**config.mk**
```make
export PLATFORM = sky130hd
export DESIGN_NAME = rtg_pattern_gen
export DESIGN_NICKNAME = d
export VERILOG_FILES = /design/src/rtl/rtg_pkg.sv /design/src/rtl/rtg_lfsr.sv /design/src/rtl/rtg_pattern_gen.sv
export SDC_FILE = /design/constraint.sdc
export NUM_CORES = 1
export LEC_CHECK = 0
export BUFFER_PORTS_ARGS = -buffer_cell sky130_fd_sc_hd__buf_4
export CAP_MARGIN = 20
export CORE_MARGIN = 4
export CORE_UTILIZATION = 48
export DETAILED_ROUTE_END_ITERATION = 12
export PLACE_DENSITY = 0.78
export SLEW_MARGIN = 30
export SYNTH_ARGS = -nofsm -noshare
export SYNTH_HDL_FRONTEND = slang
export SYNTH_SLANG_ARGS = --single-unit
export TNS_END_PERCENT = 100
```
**constraint.sdc**
```tcl
create_clock -name clk -period 2.6 [get_ports clk]
set_clock_uncertainty 0.1 [all_clocks]
set_input_delay 0.26 -clock clk [delete_from_list [all_inputs] [get_ports clk]]
set_output_delay 0.26 -clock clk [all_outputs]
set_load 0.01 [all_outputs]
```
**src/rtl/rtg_pkg.sv**
```systemverilog
// Shared types and constants for the random test-pattern generator.
//   rtg_state_t : controller states (IDLE, RUN, DONE)
//   TAP_HI/LO   : feedback taps of x^33 + x^20 + 1 (Fibonacci form)
//   SEED        : reset seed and replacement for an all-zero seed load
package rtg_pkg;

  typedef enum logic [1:0] {
    IDLE = 2'd0,
    RUN  = 2'd1,
    DONE = 2'd2
  } rtg_state_t;

  localparam int TAP_HI = 32;
  localparam int TAP_LO = 19;

  localparam logic [32:0] SEED = 33'h1;

endpackage

```
**src/rtl/rtg_lfsr.sv**
```systemverilog
// Fibonacci LFSR holding the current test vector.
// Ports:
//   clk, rst  : clock and async active-high reset (state returns to SEED)
//   load      : load loadVal (an all-zero value is replaced by SEED)
//   loadVal   : candidate seed
//   advance   : shift one step; ignored while load is high
//   state     : current LFSR contents, bit 0 is the newest feedback bit
module rtg_lfsr import rtg_pkg::*; #(
  parameter int               WIDTH = 33,
  parameter logic [WIDTH-1:0] SEED  = rtg_pkg::SEED
) (
  input  logic             clk,
  input  logic             rst,
  input  logic             load,
  input  logic [WIDTH-1:0] loadVal,
  input  logic             advance,
  output logic [WIDTH-1:0] state
);

  logic             feedback;
  logic [WIDTH-1:0] seedVal;

  assign feedback = state[TAP_HI] ^ state[TAP_LO];

  // Zero is the lock-up state of an XOR LFSR, so it is never allowed in.
  assign seedVal = (loadVal == '0) ? SEED : loadVal;

  always_ff @(posedge clk or posedge rst) begin
    if (rst) begin
      state <= SEED;
    end else if (load) begin
      state <= seedVal;
    end else if (advance) begin
      state <= {state[WIDTH-2:0], feedback};
    end
  end

endmodule

```
**src/rtl/rtg_pattern_gen.sv**
```systemverilog
// Random test-pattern generator: issues LFSR vectors over valid/ready until
// the latched vector budget is used up.
// Ports:
//   clk, rst            : clock and async active-high reset
//   start, abort        : begin a run (IDLE/DONE), end a run early (RUN)
//   seed_load, seed     : reseed the LFSR while not running
//   max_count           : vectors per run, latched with start
//   vec_valid/vec_ready : handshake; vec is the LFSR state, vec_index its
//                         zero-based position in the run
//   busy, done          : high in RUN / high in DONE
//
// state | meaning
// IDLE  | no run active; accepts start and seed_load
// RUN   | presenting vectors; a transfer advances LFSR and index
// DONE  | budget exhausted; done held until the next start
module rtg_pattern_gen import rtg_pkg::*; #(
  parameter int               WIDTH = 33,
  parameter logic [WIDTH-1:0] SEED  = rtg_pkg::SEED,
  parameter int               CNT_W = 16
) (
  input  logic             clk,
  input  logic             rst,
  input  logic             start,
  input  logic             abort,
  input  logic             seed_load,
  input  logic [WIDTH-1:0] seed,
  input  logic [CNT_W-1:0] max_count,
  output logic             vec_valid,
  input  logic             vec_ready,
  output logic [WIDTH-1:0] vec,
  output logic [CNT_W-1:0] vec_index,
  output logic             busy,
  output logic             done
);

  rtg_state_t       state;
  logic [CNT_W-1:0] maxCnt;
  logic             running;
  logic             lfsrLoad;
  logic             lfsrAdvance;
  logic             lastVec;

  assign running     = (state == RUN);
  assign lfsrLoad    = !running && seed_load;
  // Abort wins over a simultaneous transfer: the vector on the bus stays put.
  assign lfsrAdvance = running && vec_ready && !abort;
  assign lastVec     = (vec_index == maxCnt - 1'b1);

  rtg_lfsr #(
    .WIDTH (WIDTH),
    .SEED  (SEED)
  ) uLfsr (
    .clk     (clk),
    .rst     (rst),
    .load    (lfsrLoad),
    .loadVal (seed),
    .advance (lfsrAdvance),
    .state   (vec)
  );

  always_ff @(posedge clk or posedge rst) begin
    if (rst) begin
      state     <= IDLE;
      maxCnt    <= '0;
      vec_index <= '0;
      vec_valid <= 1'b0;
      busy      <= 1'b0;
      done      <= 1'b0;
    end else begin
      case (state)
        IDLE, DONE: begin
          if (start) begin
            maxCnt    <= max_count;
            vec_index <= '0;
            if (max_count == '0) begin
              state     <= DONE;
              vec_valid <= 1'b0;
              busy      <= 1'b0;
              done      <= 1'b1;
            end else begin
              state     <= RUN;
              vec_valid <= 1'b1;
              busy      <= 1'b1;
              done      <= 1'b0;
            end
          end
        end
        RUN: begin
          if (abort) begin
            state     <= IDLE;
            vec_valid <= 1'b0;
            busy      <= 1'b0;
          end else if (vec_ready) begin
            vec_index <= vec_index + 1'b1;
            if (lastVec) begin
              state     <= DONE;
              vec_valid <= 1'b0;
              busy      <= 1'b0;
              done      <= 1'b1;
            end
          end
        end
        default: begin
          state     <= IDLE;
          vec_valid <= 1'b0;
          busy      <= 1'b0;
          done      <= 1'b0;
        end
      endcase
    end
  end

endmodule

```
* After elaboration in Yosys (flattened, before gate mapping)
Cells that the tools add are included.
Operators by class: reduce and logical (&&, ||, !) cells 15, equal/unequal tests 9, bitwise operators 1, add/sub/neg operators 2, mux-type cells 25
Operator list (count):
- $mux 33 | 3
- $mux 16 | 3
- $logic_not 33->1 | 1
- $pmux 16 s2 | 1
- $add 16x1->16 const B | 1
- $eq 16x16->1 | 1
- $logic_not 16->1 | 1
- $sub 16x1->16 const B | 1
- $mux 1 | 10
- $mux 2 | 5
- $reduce_and 4->1 | 2
- $ne 2x2->1 const B | 3
- $pmux 1 s2 | 2
- $pmux 2 s2 | 1
- $reduce_bool 2->1 | 2
- $logic_and 1x1->1 | 3
- $ne 3x2->1 const B | 1
- $ne 3x3->1 const B | 1
- $reduce_and 3->1 | 1
- $eq 2x1->1 const B | 1
- $eq 2x2->1 const B | 1
- $logic_not 1->1 | 2
- $logic_not 2->1 | 1
- $ne 2x1->1 const B | 1
- 3 further kinds | 3
Storage, ports and cells: word-level logic and storage cells 58, output and inout bits 52, register bits after elaboration 69

* Logic depth before layout (Yosys ltp)
Gate-level depths: netlist of the first run.
depth after elaboration 6, depth in mapped cells 9

* Hierarchy
Synthesis of the first run repeated with hierarchy kept, for this count alone.
Unflattened totals: cells, all modules 402, area total of the unflattened synthesis 3892.5 um^2
Modules (own cells, without submodules):
- rtg_pattern_gen | cells each 246, area each 2277.2 um^2, times used 1
- rtg_lfsr | cells each 156, area each 1615.3 um^2, times used 1

* Worst setup path after synthesis of the first run
OpenSTA, ideal clock, no wires.
kind register to register, start point register maxCnt[0], end point register state[0], buffers on the path 1, arrival 2.472 ns, clock period less this slack 2.696 ns, library setup time 0.124 ns, cell stages (with the launch flop) 10, setup slack -0.096 ns, required time 2.376 ns, cells stage by stage dfrtp_1 -> inv_1 -> ha_1 -> buf_2 -> or4b_4 -> or4_1 -> o311ai_1 -> a2bb2oi_2 -> nand4_2 -> a211o_1
Between the ends: word-level cells in the longest chain between the ends 4
Ends and longest elaborated chain:
- start: declaration | RTL line rtg_pattern_gen.sv:37 | logic [CNT_W-1:0] maxCnt;
- start signal: assignment | RTL line rtg_pattern_gen.sv:73 | maxCnt <= max_count;
- $sub 16x1->16 | RTL line rtg_pattern_gen.sv:47 | assign lastVec = (vec_index == maxCnt - 1'b1);
- $eq 16x16->1 | RTL line rtg_pattern_gen.sv:47
- $ne 3x2->1 (no line)
- $reduce_and 3->1 (no line)
- end signal: assignment | RTL line rtg_pattern_gen.sv:63 | state <= IDLE;
- end signal: assignment | RTL line rtg_pattern_gen.sv:76 | state <= DONE;
- end signal: assignment | RTL line rtg_pattern_gen.sv:81 | state <= RUN;
- end: declaration | RTL line rtg_pattern_gen.sv:36 | rtg_state_t state;
Every way passes these cells. A chain may end at the register's enable or synchronous reset.

* Final worst setup path of the first run
start point register maxCnt[0], end point register busy
Between the ends: word-level cells in the longest chain between the ends 4
Ends and longest elaborated chain:
- $sub 16x1->16 | RTL line rtg_pattern_gen.sv:47
- $eq 16x16->1 | RTL line rtg_pattern_gen.sv:47
- $ne 3x2->1 (no line)
- $reduce_and 3->1 (no line)
- end signal: assignment | RTL line rtg_pattern_gen.sv:67 | busy <= 1'b0;
- end signal: assignment | RTL line rtg_pattern_gen.sv:78 | busy <= 1'b0;
- end signal: assignment | RTL line rtg_pattern_gen.sv:83 | busy <= 1'b1;
- end: declaration | RTL line rtg_pattern_gen.sv:32 | output logic busy,
Every way passes these cells.

==> results of run 1 <==
-- metal layers --
metal  vias up  GRT usage (%)
met3        19          4.235
met2       115          36.11
met1      1735          30.95
met5         -              0
li1       1751              -
met4         0          7.242
-- cell type report --
type                       instances  area, um^2  area share, %
tap                              102       127.6          2.508
clock buffer                      12       155.1          3.049
timing repair buffer             130       991.0          19.47
multi-input combinational        329        2042          40.13
clock inverter                     4       22.52         0.4426
sequential                        69        1728          33.96
inverter                           6       22.52         0.4426
-- kinds of logic after synthesis --
family,after synthesis,synth area share (%)
compound gates,80,12.99
xor+xnor,29,6.610
fa+ha+maj,2,0.6511
buf+inv,31,3.354
flops,69,44.97
mux,29,7.555
simple gates,189,23.87
-- cells in the mapped netlist (all sizes together) (8+ instances only) --
master  instances  area share, %
nand3           9            1.2
a21oi           9            1.2
nand2          91            8.9
nand4           8            1.5
clkbuf         19            1.9
nor2           27            2.6
nor4           16            3.0
xor2           15            3.4
xnor2          14            3.2
o21ai          41            5.3
dfrtp          68             44
nor3            9            1.2
mux2i          29            7.6
-- per-stage QoR --
stage / utilization [%] / setup WS (ns)
6_report: 65.51 / 0.09251
5_1_grt: 65.51 / -0.02616
4_1_cts: 64.93 / 0.0002476
3_5_place_dp: 62.52 / 0.01238
3_3_place_gp: 62.52 / 0.1005
2_1_floorplan: - / 0.0003977
-- where the power goes --
group	internal, mW	switching, mW	total (mW)
combinational	1.12	1.22	2.34
clock	0.394	0.399	0.793
sequential	1.45	0.405	1.85
-- worst max-delay path by stage --
stage	startpoint	slack (ns)	end	cells past startpoint
after floorplan	maxCnt[0]	0.0004	state[0]	9
after global placement	maxCnt[0]	0.10	state[0]	8
after detailed placement	maxCnt[0]	0.01	state[0]	8
after CTS	maxCnt[0]	0.0002	state[0]	8
after global routing	maxCnt[0]	-0.03	state[1]	8
final	maxCnt[0]	0.09	busy	8
-- repair_timing --
action | CTS | global route
resized for setup | 0 | 5
endpoints found under the hold margin | 18 | 0
hold buffers | 1 | 0
buffers inserted | 0 | 3
setup endpoints to repair | 0 | 4
-- state kept, by name, summed over array words and instances, names as in the netlist --
name / count
done: 1
vec_index: 16
busy: 1
maxCnt: 16
uLfsr.state: 33
state: 2
-- critical path: cells and delay by family, from the launching register on --
kind            cells  cell delay (ns)
flops               1             0.39
compound gates      3             0.58
simple gates        3             1.10
fa+ha+maj           1             0.13
buf+inv             1             0.08
==> results by group, run 1 <==
Timing
  • Post-route setup TNS: 0 ns
  • Fmax: 0.3988 GHz
  • Relative slew slack: 59.42%
  • Slew of the pin with the lowest slew margin: 0.6088 ns
  • Endpoints failing setup: 0
  • Shortest clock period the worst path allows after layout: 2.507 ns
  • Tightest hold margin: 0.01569 ns
  • Final worst-path cycle share: 96.44%
  • Setup repair after global routing missed its margin: true
  • Final Hold Viols: 0
  • Number of pins with negative max-slew slack in the final report: 0

Worst setup path
  • Endpoint of the worst-slack reg-to-reg timing path: busy
  • CP cell instances: inv_2, ha_4, or4b_4, or4_4, o311ai_4, a2bb2oi_2, nand4_2, o31a_1
  • R2R setup slack: 0.09 ns
  • Type of origin of the critical path: register
  • Largest incremental delay on the critical path: 0.50 ns
  • Arrival time of the worst setup path: 2.63 ns
  • Critical Path End Type: register
  • Maximum fanout count along the critical path: 5
  • Cell count of the worst reg-to-reg path: 8
  • Critical setup path kind: register to register
  • Library cell contributing the largest single delay on the critical path: sky130_fd_sc_hd__or4b_4
  • Required time worst endpoint: 2.72 ns
  • Startpoint of the worst-slack reg-to-reg timing path: maxCnt[0]

Drt
  • Routed WL: 10460 um
  • Drt via density: 5.552
  • Residual DRC: 0
  • Top Metal Used: met4
  • Wire length on met3: 506 um
  • Wl on met1: 4588 um
  • Routed Antenna Nets: 0
  • Vias after detailed routing: 3620
  • WL met2: 5181 um
  • Average wire per cell in the routed design: 16.04 um
  • DR iter-0 viols: 205
  • Detailed-router iteration count before antenna repair: 5

Clock tree
  • Count of H-tree levels built during CTS: 3
  • Clock latency of the later-clocked register in the worst-skew pair: 0.34 ns
  • Reg clk slew, reported paths: 0.07 ns
  • CTS tree: built
  • Number of clock buffers inserted by TritonCTS: 9
  • Clock root buffer: sky130_fd_sc_hd__clkbuf_8
  • Number of clock sinks seen by CTS: 69
  • Number of buffers on the longest clock path: 2

Yosys
  • Flops & latches, synth: 69
  • Number of synthesized flops with an enable pin: 0
  • Number of library cell types mapped by synthesis: 56
  • Synth Net Count: 486
  • Fraction of the yosys area taken by sequential cells: 44.97%
  • Yosys warnings: 0
  • Share of flip-flops with an asynchronous set or reset after synthesis: 100.0%
  • Avg Inst Size Synth: 8.957 um^2
  • Cell area after synthesis: 3842 um^2
  • Dominant synthesized flop cell: sky130_fd_sc_hd__dfrtp_1
  • Syn Inst Count: 429

Placed design
  • Final weighted congestion of routability-driven global placement: 0.9845
  • Placed Area: 4856 um^2
  • Detail Placement HPWL: 8049 um
  • Inst Count DP: 632
  • Count of buffers from port buffering: 106

Pwr
  • Leakage: 2.492 nW
  • Total Power: 4.986 mW
  • Peak supply drop: 436.0 uV
  • Pwr per Cell Area: 979.9 nW/um^2

Layout
  • Post-layout instance count excluding filler cells: 652
  • Antenna cells: 0
  • Post-route cell area: 5089 um^2
  • Layout cells sized above 1: 29.64%
  • Nets: 602
  • Relative area change from synthesis to final layout: 32.43%
  • Most common library cell in the layout ignoring fill and taps: sky130_fd_sc_hd__buf_4
  • FILL cells: 667
  • Highest-count cells in the layout ignoring fill and taps: sky130_fd_sc_hd__buf_4, sky130_fd_sc_hd__nand2_1, sky130_fd_sc_hd__dfrtp_1

Die
  • Die W: 97.47 um
  • Total core area: 7767 um^2
  • Starting density of the core: 49.47%
  • Overall die area: 9500 um^2
  • Die boundary height: 97.47 um
  • Floorplan row count: 32
  • Number of placed I/O pins: 107

Global routing
  • Vias in the first global route: 3546
  • Initial antenna violation count: 0
  • Pin count of the biggest net entering global routing: 37
  • Total Routing Usage GR: 22.54%
  • Global-route wire length before repair: 17530 um
  • Total gr overflow: 0

Min path
  • Worst hold path depth: 3
  • Beginning of the worst hold path: max_count[8]
  • Type of the tightest min-delay check: input pin to register
  • Hold path endpoint: maxCnt[8]

Outcome
  • Result of the run: completed

Job
  • Max capacitance violation total: 0
No activity file was read; power rests on OpenSTA's default activity.
==> run 2: changes to the inputs <==
- ABC_AREA: default -> 1
- CORE_MARGIN: 4 -> default
- PLACE_DENSITY: 0.78 -> 0.77
- SKIP_CTS_REPAIR_TIMING: default -> 1
==> results by group, run 2 <==
Yosys
  • Cell area after synthesis: 4121 um^2 (+7.3%)
  • Commonest cells in the synthesized netlist: sky130_fd_sc_hd__nand2_1, sky130_fd_sc_hd__inv_1, sky130_fd_sc_hd__nor2_1, sky130_fd_sc_hd__dfrtp_1, sky130_fd_sc_hd__o21ai_0
  • Synth Net Count: 641 (+32%)
  • Post-Synth Adder-Cell Area: 0.6072% (-0.044 points)
  • Flops & latches, synth: 69 (unchanged)
  • Share of the synthesized netlist area taken by xor and xnor gates: 3.188% (-3.4 points)
  • Largest family of logic cells by synthesized area: simple AND/OR/NAND/NOR gates
  • Multiplexer fraction of the synthesized cell area: 0% (-7.6 points)
  • Share of flip-flops with an asynchronous set or reset after synthesis: 100.0% (unchanged)
  • Most frequent cell after synthesis: sky130_fd_sc_hd__nand2_1
  • Number of library cell types mapped by synthesis: 39 (-30%)
  • Syn Inst Count: 584 (+36%)
  • Avg Inst Size Synth: 7.057 um^2 (-21%)
  • Simple logic cell fraction of the synthesized area: 30.09% (+6.2 points)
  • Fraction of the yosys area taken by sequential cells: 41.92% (-3.0 points)
  • Proportion of netlist area held by the largest area contributor: 41.29% (-3.0 points)
  • Number of synthesized flops with an enable pin: 0 (unchanged)
  • Synth area leaders: sky130_fd_sc_hd__dfrtp_1, sky130_fd_sc_hd__nand2_1, sky130_fd_sc_hd__inv_1
  • Yosys warnings: 0 (unchanged)
  • Synthesized-area fraction occupied by ao, oa, aoi and oai cells: 12.87% (-0.12 points)
  • Dominant synthesized flop cell: sky130_fd_sc_hd__dfrtp_1
  • Largest area contributor in the netlist: sky130_fd_sc_hd__dfrtp_1

Die
  • Total core area: 8258 um^2 (+6.3%)
  • Number of placed I/O pins: 107 (unchanged)
  • Die boundary height: 94.66 um (-2.9%)
  • Floorplan row count: 33 (+3.1%)
  • Overall die area: 8961 um^2 (-5.7%)
  • Die W: 94.66 um (-2.9%)
  • Starting density of the core: 49.91% (+0.44 points)

Layout
  • Nets: 747 (+24%)
  • Flip-flop count of the largest register after layout: 33 (unchanged)
  • Post-route cell area: 5261 um^2 (+3.4%)
  • Share of the core filled with cells in the final layout: 63.71% (-1.8 points)
  • Largest regs: uLfsr.state x33, maxCnt x16, vec_index x16
  • Relative area change from synthesis to final layout: 27.66%
  • Layout cells sized above 1: 23.60% (-6.0 points)
  • Register with the most flip-flops: uLfsr.state
  • Antenna cells: 0 (unchanged)
  • Most common library cell in the layout ignoring fill and taps: sky130_fd_sc_hd__nand2_1
  • Highest-count cells in the layout ignoring fill and taps: sky130_fd_sc_hd__nand2_1, sky130_fd_sc_hd__buf_4, sky130_fd_sc_hd__inv_1

Worst setup path
  • CP cell instances: inv_1, ha_1, nand3_4, nor2_2, nand2_1, xor2_1, nand3_1, nor2_1, nand2_2, nand2_2, nand2_2, nand2_1, nand2_1
  • Last element of the critical path: state[1]
  • Maximum fanout count along the critical path: 5 (unchanged)
  • Startpoint of the worst-slack reg-to-reg timing path: maxCnt[0]
  • R2R setup slack: 0.43 ns (+0.34 ns)
  • Cell count of the worst reg-to-reg path: 13 (+5)
  • Endpoint of the worst-slack reg-to-reg timing path: state[1]
  • Required time worst endpoint: 2.73 ns (about the same)
  • First element of the critical path: maxCnt[0]
  • Critical setup path kind: register to register
  • Library cell contributing the largest single delay on the critical path: sky130_fd_sc_hd__dfrtp_1
  • Type of origin of the critical path: register
  • Arrival time of the worst setup path: 2.30 ns (-0.33 ns)
  • Critical Path End Type: register
  • Largest incremental delay on the critical path: 0.39 ns (-0.11 ns)

Global routing
  • Initial antenna violation count: 0 (unchanged)
  • Total gr overflow: 0 (unchanged)
  • Pin count of the biggest net entering global routing: 42 (+14%)
  • Vias in the first global route: 3845 (+8.4%)
  • Global-route wire length before repair: 17740 um (+1.2%)
  • Total Routing Usage GR: 25.46% (+2.9 points)

Timing
  • Slew of the pin with the lowest slew margin: 0.6359 ns (+0.02715 ns)
  • Tightest hold margin: 0.02828 ns (+0.01259 ns)
  • Endpoints failing setup: 0 (unchanged)
  • Fmax: 0.4605 GHz (+15%)
  • Final worst-path cycle share: 83.51% (-13 points)
  • Relative slew slack: 57.54% (-1.9 points)
  • Shortest clock period the worst path allows after layout: 2.171 ns (-0.3361 ns)
  • Post-route setup TNS: 0 ns (unchanged)
  • Number of pins with negative max-slew slack in the final report: 0 (unchanged)
  • Setup repair after global routing missed its margin: false
  • Final Hold Viols: 0 (unchanged)

Pwr
  • Pwr per Cell Area: 895.7 nW/um^2 (-8.6%)
  • Peak supply drop: 489.9 uV (+12%)
  • Leakage: 2.756 nW (+11%)

Clock tree
  • Clock latency of the later-clocked register in the worst-skew pair: 0.35 ns (about the same)
  • Number of buffers on the longest clock path: 2 (unchanged)
  • Clock root buffer: sky130_fd_sc_hd__clkbuf_8
  • Number of clock sinks seen by CTS: 69 (unchanged)
  • Reg clk slew, reported paths: 0.07 ns (about the same)
  • Count of H-tree levels built during CTS: 3 (unchanged)
  • Number of clock buffers inserted by TritonCTS: 9 (unchanged)
  • CTS tree: built

Drt
  • Routed Antenna Nets: 0 (unchanged)
  • DR iter-0 viols: 161 (-21%)
  • Drt via density: 5.071 (-8.7%)
  • Detailed-router iteration count before antenna repair: 5 (unchanged)
  • Routed WL: 10650 um (+1.8%)
  • Average wire per cell in the routed design: 13.31 um (-17%)
  • Vias after detailed routing: 4057 (+12%)
  • Residual DRC: 0 (unchanged)

Placed design
  • Count of buffers from port buffering: 106 (unchanged)
  • Final weighted congestion of routability-driven global placement: 0.9229 (-6.3%)
  • Detail Placement HPWL: 7993 um (-0.69%)
  • Placed Area: 5026 um^2 (+3.5%)

Outcome
  • Result of the run: completed

Min path
  • Beginning of the worst hold path: max_count[8]
  • Type of the tightest min-delay check: input pin to register

Job
  • Max capacitance violation total: 0 (unchanged)
-- run 2: changes by cell type after synthesis, moves of 9 or more --
cell / previous run / this run
sky130_fd_sc_hd__inv_1: 6 / 95
sky130_fd_sc_hd__nor2_1: 27 / 83
sky130_fd_sc_hd__mux2i_1: 29 / 0
sky130_fd_sc_hd__nand2_1: 91 / 118
sky130_fd_sc_hd__nand3_1: 9 / 25
sky130_fd_sc_hd__o21ai_1: 0 / 16
sky130_fd_sc_hd__o21ai_0: 41 / 54
sky130_fd_sc_hd__nor4_1: 15 / 5
sky130_fd_sc_hd__xnor2_1: 14 / 4
sky130_fd_sc_hd__clkbuf_1: 19 / 10
sky130_fd_sc_hd__nand2_2: 0 / 9
sky130_fd_sc_hd__nor2_2: 0 / 9
-- run 2: final cells by class --
| class | count | area, um^2 |
|---|---|---|
| repair buffers | 113 | 863.3 |
| inverters | 103 | 386.6 |
| multi-input cells | 394 | 1927 |
| well taps | 105 | 131.4 |
| fillers | 755 | 2997 |
| clock inverters | 4 | 70.07 |
| flip-flops and latches | 69 | 1728 |
| clock buffers | 12 | 155.1 |
-- run 2: cell families (layout without fill, tap and decap cells) --
group                      count (synthesis)  after routing
DFF                                       69             69
and+or+nand+nor                          277            277
AOI/OAI and AO/OA                        100            100
adders and majority gates                  2              2
buffers and inverters                    121            232
xor gates and xnor gates                  15             15
-- run 2: how the worst min path moves through the flow --
stage,end,depth (start not counted)
2_1_floorplan,maxCnt[15],2
3_3_place_gp,uLfsr.state[9],2
5_1_grt,maxCnt[8],3
6_report,maxCnt[8],3
3_5_place_dp,uLfsr.state[9],2
4_1_cts,uLfsr.state[10],2
-- run 2: worst max-delay path: cells and delay by family (launching register included) --
| family | cells | cell delay, ns |
|---|---|---|
| xor+xnor | 1 | 0.17 |
| buf+inv | 1 | 0.15 |
| fa+ha+maj | 1 | 0.27 |
| simple gates | 10 | 0.97 |
| flops | 1 | 0.39 |
-- run 2: per-stage QoR --
stage               total power [mW]  setup WS (ns)  std cells
detailed placement             3.711         0.5028        783
global placement               3.659         0.6586        783
CTS                            4.731         0.4877        799
finish                         4.713         0.4287        800
floorplan                      2.914         0.5018        584
global route                   5.075         0.2372        800
-- run 2: where the power goes --
part / leakage, nW / internal [mW] / switching (mW)
combinational: 1.76 / 0.834 / 1.14
clock: 0.116 / 0.590 / 0.415
sequential: 0.877 / 1.43 / 0.303
-- run 2: routing by layer --
layer | routed length, um | global-route usage, % | vias up | part of all wire, %
met2 | 5359 | 44.78 | 121 | 50
met1 | 4584 | 31.10 | 1875 | 43
met3 | 589 | 5.797 | 13 | 5.5
met4 | 118 | 7.071 | 0 | 1.1
met5 | 0 | 0 | - | 0
li1 | - | - | 2048 | -
